## config.mk

```make
export PLATFORM = sky130hd
export DESIGN_NAME = pattern_loader
export DESIGN_NICKNAME = d
export VERILOG_FILES = /design/src/rtl/pattern_loader.sv
export SDC_FILE = /design/constraint.sdc
export NUM_CORES = 1
export LEC_CHECK = 0
export CAP_MARGIN = 20
export CORE_MARGIN = 4
export CORE_UTILIZATION = 45
export CTS_BUF_LIST = sky130_fd_sc_hd__clkbuf_2 sky130_fd_sc_hd__clkbuf_4 sky130_fd_sc_hd__clkbuf_8
export DETAILED_ROUTE_END_ITERATION = 8
export HOLD_SLACK_MARGIN = 0.15
export PLACE_DENSITY = 0.68
export RECOVER_POWER = 25
export SLEW_MARGIN = 15
export SYNTH_ARGS = -nofsm -noshare
export SYNTH_HDL_FRONTEND = slang
export SYNTH_SLANG_ARGS = --single-unit
```

## constraint.sdc

```tcl
create_clock -name clk -period 4.24 [get_ports clk]
set_input_delay 0.636 -clock clk [delete_from_list [all_inputs] [get_ports clk]]
set_output_delay 0.636 -clock clk [all_outputs]
set_load 0.005 [all_outputs]
```

## src/rtl/pattern_loader.sv

```systemverilog
// Frame-based serial loader: streams handshaked words MSB first on sin/sclk under ssel.
// Optional readback of sout into rdata/rvalid is enabled by defining LOADER_READBACK_EN.
module pattern_loader #(
   parameter int unsigned buffer_size  = 32,
   parameter int unsigned buffer_width = 6,
   parameter int unsigned CLK_DIV      = 2
) (
   input  logic                            clk,
   input  logic                            rst,
   input  logic                            start,
   input  logic [2:0]                      addr,
   input  logic [$clog2(buffer_size)-1:0]  nwords,
   input  logic [buffer_width-1:0]         wdata,
   input  logic                            wvalid,
   output logic                            wready,
   output logic                            busy,
   output logic                            done,
   output logic                            sclk,
   output logic                            sin,
   output logic                            ssel,
   output logic [2:0]                      saddr,
   input  logic                            sout,
   output logic [buffer_width-1:0]         rdata,
   output logic                            rvalid
);

   localparam int unsigned NW = $clog2(buffer_size);
   localparam int unsigned DW = (CLK_DIV > 1) ? $clog2(CLK_DIV) : 1;
   localparam int unsigned BW = (buffer_width > 1) ? $clog2(buffer_width) : 1;
   localparam logic [DW-1:0] DivLast = DW'(CLK_DIV - 1);
   localparam logic [BW-1:0] BitTop  = BW'(buffer_width - 1);

   typedef enum logic [2:0] {StIdle, StSetup, StShift, StStall, StHold} state_e;

   state_e                  state_q, state_d;
   logic [DW-1:0]           div_q, div_d;
   logic                    sclk_q, sclk_d;
   logic                    sin_q, sin_d;
   logic                    ssel_q, ssel_d;
   logic [2:0]              saddr_q, saddr_d;
   logic                    done_q, done_d;
   logic [NW-1:0]           nwords_q, nwords_d;
   logic [NW-1:0]           word_idx_q, word_idx_d;
   logic [NW:0]             acc_cnt_q, acc_cnt_d;
   logic [BW-1:0]           bit_q, bit_d;
   logic [buffer_width-1:0] shreg_q, shreg_d;
   logic [buffer_width-1:0] buf_q, buf_d;
   logic                    buf_valid_q, buf_valid_d;

   logic                    wready_int, accept, word_avail, div_end, load;
   logic [buffer_width-1:0] next_word, shifted;

   // One-word buffer in front of the shifter; accepts until the frame's word count is reached.
   assign wready_int = ((state_q == StSetup) || (state_q == StShift) || (state_q == StStall)) &&
                       !buf_valid_q && (acc_cnt_q <= {1'b0, nwords_q});
   assign accept     = wvalid && wready_int;
   assign word_avail = buf_valid_q || accept;
   assign next_word  = buf_valid_q ? buf_q : wdata;
   assign div_end    = (div_q == DivLast);
   assign shifted    = shreg_q << 1;

   always_comb begin
      state_d     = state_q;
      div_d       = div_q;
      sclk_d      = sclk_q;
      sin_d       = sin_q;
      ssel_d      = ssel_q;
      saddr_d     = saddr_q;
      done_d      = 1'b0;
      nwords_d    = nwords_q;
      word_idx_d  = word_idx_q;
      acc_cnt_d   = acc_cnt_q;
      bit_d       = bit_q;
      shreg_d     = shreg_q;
      buf_d       = buf_q;
      buf_valid_d = buf_valid_q;
      load        = 1'b0;

      if (accept) begin
         buf_d       = wdata;
         buf_valid_d = 1'b1;
         acc_cnt_d   = acc_cnt_q + (NW+1)'(1);
      end

      unique case (state_q)
         StIdle: begin
            // done_q blocks a start arriving in the frame-end cycle
            if (start && !done_q) begin
               state_d    = StSetup;
               ssel_d     = 1'b1;
               saddr_d    = addr;
               nwords_d   = nwords;
               word_idx_d = '0;
               acc_cnt_d  = '0;
               div_d      = '0;
            end
         end
         StSetup: begin
            if (!div_end) begin
               div_d = div_q + DW'(1);
            end else if (word_avail) begin
               load    = 1'b1;
               state_d = StShift;
            end
         end
         StShift: begin
            if (!div_end) begin
               div_d = div_q + DW'(1);
            end else begin
               div_d = '0;
               if (!sclk_q) begin
                  sclk_d = 1'b1;
               end else begin
                  sclk_d = 1'b0;
                  if (bit_q != '0) begin
                     shreg_d = shifted;
                     sin_d   = shifted[buffer_width-1];
                     bit_d   = bit_q - BW'(1);
                  end else if (word_idx_q == nwords_q) begin
                     state_d = StHold;
                     sin_d   = 1'b0;
                  end else begin
                     word_idx_d = word_idx_q + NW'(1);
                     if (word_avail) begin
                        load = 1'b1;
                     end else begin
                        state_d = StStall;
                     end
                  end
               end
            end
         end
         StStall: begin
            if (word_avail) begin
               load    = 1'b1;
               state_d = StShift;
            end
         end
         StHold: begin
            if (div_end) begin
               state_d = StIdle;
               ssel_d  = 1'b0;
               done_d  = 1'b1;
               div_d   = '0;
            end else begin
               div_d = div_q + DW'(1);
            end
         end
         default: state_d = StIdle;
      endcase

      // A load restarts the bit timer so the first rise is a full low phase away.
      if (load) begin
         shreg_d     = next_word;
         sin_d       = next_word[buffer_width-1];
         bit_d       = BitTop;
         buf_valid_d = 1'b0;
         div_d       = '0;
         sclk_d      = 1'b0;
      end
   end

   always_ff @(posedge clk) begin
      if (rst) begin
         state_q     <= StIdle;
         div_q       <= '0;
         sclk_q      <= 1'b0;
         sin_q       <= 1'b0;
         ssel_q      <= 1'b0;
         saddr_q     <= '0;
         done_q      <= 1'b0;
         nwords_q    <= '0;
         word_idx_q  <= '0;
         acc_cnt_q   <= '0;
         bit_q       <= '0;
         shreg_q     <= '0;
         buf_q       <= '0;
         buf_valid_q <= 1'b0;
      end else begin
         state_q     <= state_d;
         div_q       <= div_d;
         sclk_q      <= sclk_d;
         sin_q       <= sin_d;
         ssel_q      <= ssel_d;
         saddr_q     <= saddr_d;
         done_q      <= done_d;
         nwords_q    <= nwords_d;
         word_idx_q  <= word_idx_d;
         acc_cnt_q   <= acc_cnt_d;
         bit_q       <= bit_d;
         shreg_q     <= shreg_d;
         buf_q       <= buf_d;
         buf_valid_q <= buf_valid_d;
      end
   end

   assign wready = wready_int;
   assign busy   = (state_q != StIdle);
   assign done   = done_q;
   assign sclk   = sclk_q;
   assign sin    = sin_q;
   assign ssel   = ssel_q;
   assign saddr  = saddr_q;

`ifdef LOADER_READBACK_EN
   logic [buffer_width-1:0] rb_sh_q, rb_next, rdata_q;
   logic                    rvalid_q, sclk_rise;

   assign sclk_rise = (state_q == StShift) && div_end && !sclk_q;
   assign rb_next   = (rb_sh_q << 1) | buffer_width'(sout);

   always_ff @(posedge clk) begin
      if (rst) begin
         rb_sh_q  <= '0;
         rdata_q  <= '0;
         rvalid_q <= 1'b0;
      end else begin
         rvalid_q <= 1'b0;
         if (sclk_rise) begin
            rb_sh_q <= rb_next;
            if (bit_q == '0) begin
               rdata_q  <= rb_next;
               rvalid_q <= 1'b1;
            end
         end
      end
   end

   assign rdata  = rdata_q;
   assign rvalid = rvalid_q;
`else
   logic unused_sout;
   assign unused_sout = sout;
   assign rdata       = '0;
   assign rvalid      = 1'b0;
`endif

endmodule

```

* Word-level counts from Yosys, hierarchy flattened
Index checks and enable logic that the tools add are counted.
Word-level totals: logic and storage cells 118, register bits after elaboration 42, input bits 19
Cells by class: add/subtract/negate cells 4, eq/ne operators 13, bitwise logic cells 1, reductions and logical operators 32, multiplexer cells 52, magnitude comparators 1
Operator list (number):
- $mux 5 | 10
- $mux 3 | 14
- $mux 6 | 4
- $mux 1 | 19
- $pmux 3 s5 | 1
- $ne 2x2->1 const B | 7
- $reduce_and 4->1 | 3
- $reduce_bool 2->1 | 6
- $reduce_bool 3->1 | 4
- $pmux 5 s2 | 1
- $reduce_and 7->1 | 1
- $add 6x1->6 const B | 1
- $eq 3x2->1 const B | 2
- $le 6x5->1 | 1
- $pmux 1 s3 | 2
- $reduce_and 2->1 | 3
- $reduce_and 6->1 | 1
- $reduce_or 2->1 | 3
- $add 5x1->5 const B | 1
- $eq 5x5->1 | 1
- $logic_and 1x1->1 | 4
- $eq 3x1->1 const B | 1
- $eq 3x3->1 const B | 1
- $logic_not 3->1 | 1
- 8 further kinds | 11

* Longest topological paths before layout
word-level depth 15, mapped depth 9, gate-level depth less buffers 8

* Least setup slack after synthesis
OpenSTA, ideal clock, no wires.
kind register to output, start register nwords_q[4], end output wready, setup slack 2097 ps, stages on the path, launching flop included 7, arrival 1507 ps, cells stage by stage dfxtp_1 inv_1 ha_1 a211o_1 a31oi_1 a21o_1 and3_1
Between the ends: cells in the longest elaborated chain, start to end 2
RTL lines:
- from (decl) | RTL line 42 | logic [NW-1:0] nwords_q, nwords_d;
- from (signal assigned) | RTL line 187 | nwords_q <= nwords_d;
- $le 6x5->1 | RTL line 55 | !buf_valid_q && (acc_cnt_q <= {1'b0, nwords_q});
- $logic_and 1x1->1 | RTL line 55
- to (decl) | RTL line 15 | output logic wready,
Every way passes these cells.

* Worst setup path after layout
Same ends and word-level chain as after synthesis.

==> flow_summary.toml <==
[power]
p_seq_share_pct = 40.3
power_density_nw_per_um2 = 496.3
netSwitchingFraction_pct = 37.27
combPwrFrac_pct = 40.0
ir_drop_mv = 0.2015
leakage_nw = 1.083
p_switching_mw = 0.5016
finalPower_mw = 1.346
p_int_mw = 0.8441
share_clk_of_total_power_pct = 19.7

[timing]
fin_setup_tns_ns = 0
worstMarginPinSlew_ns = 0.6855
fin_crit_ns = 3.103
setup_viol = 0
fin_hold_ws_ns = 0.4819
fin_skew_ns = 0.006695
fmax_mhz = 322.3
slew_viol_final = 0
post-route-period-util_pct = 73.19
finalWorstSetupSlack_ns = 1.137
max-slew-margin-rel_pct = 54.15
rsz0062_at_grt = "no"
hold_violations = 0

[clock_network]
cts_inserted_buffers = 5
cts_resized = 0
holdBufCountCts = 0
clk_pin_slew_ns = 0.07
post_cts_buffers = 0
cts_sinks = 42
clk_latency_ns = 0.29
cts_tree = "done"
clock-root-buffer = "clkbuf_8"
clk_path_buf_depth = 2
htree_levels = 2

[worst_setup_path]
worst-endpoint-arrival_ns = 2.47
cp_max_fo = 8
worstSetupEndpointType = "primary output"
required_ns = 3.60
crit_type = "register to primary output"
cp-start-kind = "register"

[place]
port_buffers = 26
gp_congestion = 0.7952
dp_hpwl_mm = 3.292
post-place-ws_ns = 1.445

[layout]
n_antenna_cell = 0
fillers = 509
layout-drive-gt1-share_pct = 10.36
regArea_um2 = 840.8
multi_input_area_um2 = 1386
nNetsFinal = 307
synthToLayoutAreaGrowth_pct = 14.05

[synth]
yosysUniqueCellTypes = 53
synth-main-ff-cell = "dfxtp_1"
synth-seq-area-share_pct = 35.37
synthCells = 259
syn_area_um2 = 2377
yosysWarnings = 0
ys_ff_latch = 42
synth-edff-count = 0
synthArstFlopShare_pct = 0
post_synth.cell_area_avg_um2 = 9.179

[die]
die_width_um = 80.69
dieArea_um2 = 6510
rows = 26
floorplan.initialDensity_pct = 46.55
core_area_um2 = 5107
die_height_um = 80.69
ioPinCount = 35

[detailed_routing]
drc_errors = 0
wl_mm = 4.409
vias = 1765
first_pass_iters = 4
routed_via_density = 5.043
wire_per_inst_um = 12.60
ant_nets = 0
drtIter0Drc = 98

[hold_path]
hp-class = "register to register"

[grt]
grt.overflow.total = 0
grt_use_total_pct = 14.94
grt_antenna_before_repair = 0
grt_pass1_wl_mm = 7.610
grt_max_degree = 18
grt_pass1_vias = 1667

[status]
status = "completed"

[job]
drv_cap = 0
==> worst max-delay path, cell delays in order, from the launching register on <==
cell	delay [ns]
dfxtp_1	0.36
inv_1	0.05
ha_1	0.31
a211o_1	0.26
a31oi_1	0.19
a21o_1	0.29
and3_1	0.20
clkdlybuf4s50_1	0.50
==> through the flow <==
stage,util [%],area (µm²),instances
after floorplan,-,2400,265
after global placement,51.30,2620,342
after detailed placement,51.30,2620,342
after CTS,53.16,2715,350
after global routing,53.09,2711,350
final,53.09,2711,350
==> power groups by stage <==
stage / sequential, mW / combinational (mW) / clock (mW)
6_report: 0.542 / 0.539 / 0.265
5_1_grt: 0.555 / 0.614 / 0.291
4_1_cts: 0.542 / 0.548 / 0.274
3_5_place_dp: 0.551 / 0.545 / 0
3_3_place_gp: 0.549 / 0.534 / 0
2_1_floorplan: 0.495 / 0.482 / 0
==> Yosys cell counts, types with 6 or more instances <==
library cell  count  area share (%)
buf_4             9             2.8
o21ai_0           6             1.3
a21oi_1           8             1.7
nor2_1           36             5.7
nand2_1          10             1.6
mux2i_1          22             9.3
xor2_1           11             4.1
a211oi_2          6             3.2
and3_1            8             2.1
ha_1              9             4.7
dfxtp_1          42              35
nand3_1           8             1.7
inv_1            10             1.6
==> per-layer routing <==
layer	track usage [%]	part of all wire [%]
met1	20.31	49
met2	23.18	46
met3	3.700	3.1
met4	4.561	1.3
met5	0	0
==> cell families (layout without fill, tap and decap cells) <==
family	after synthesis	after routing	synth area share [%]
other	1	7	0.1577
XOR/XNOR	16	16	5.895
multiplexers	27	27	11.63
AND/OR/NAND/NOR	90	90	20.05
adder cells (fa/ha/maj)	9	9	4.737
buffers and inverters	30	45	7.263
AO/OA/AOI/OAI	44	44	14.89
flip-flops	42	42	35.37
==> layout by cell type, fill, tap and decap left out, types with 9 or more instances in the layout <==
master            n
nand2_1          10
inv_1            10
clkdlybuf4s50_1  18
xor2_1           11
nor2_1           36
mux2i_1          22
dfxtp_1          42
ha_1              9
==> path summary, 6_finish.rpt <==
kind	end	slack [ns]	from	depth (start not counted)
min	ssel$_SDFFE_PP0P_	0.48	ssel$_SDFFE_PP0P_	2
max reg2reg	buf_q[3]$_SDFFE_PP0N_	1.80	nwords_q[4]$_SDFFE_PP0P_	8
min reg2reg	ssel$_SDFFE_PP0P_	0.48	ssel$_SDFFE_PP0P_	2
max	wready	1.14	nwords_q[4]$_SDFFE_PP0P_	7
==> flip-flops by register name, summed over array words and instances, names as in the netlist <==
signal / count
shreg_q: 5
buf_q: 6
saddr: 3
nwords_q: 5
state_q: 3
acc_cnt_q: 6
sin: 1
buf_valid_q: 1
word_idx_q: 5
bit_q: 3
ssel: 1
sclk: 1
done: 1
div_end: 1
==> final cells by class <==
cell class / instances / share of cell area (%)
multi-input combinational: 193 / 51.13
sequential: 42 / 31.01
timing repair buffer: 27 / 9.737
clock buffer: 7 / 3.323
tap: 70 / 3.230
inverter: 10 / 1.384
clock inverter: 1 / 0.1846
Power figures use the tool's default switching activity.
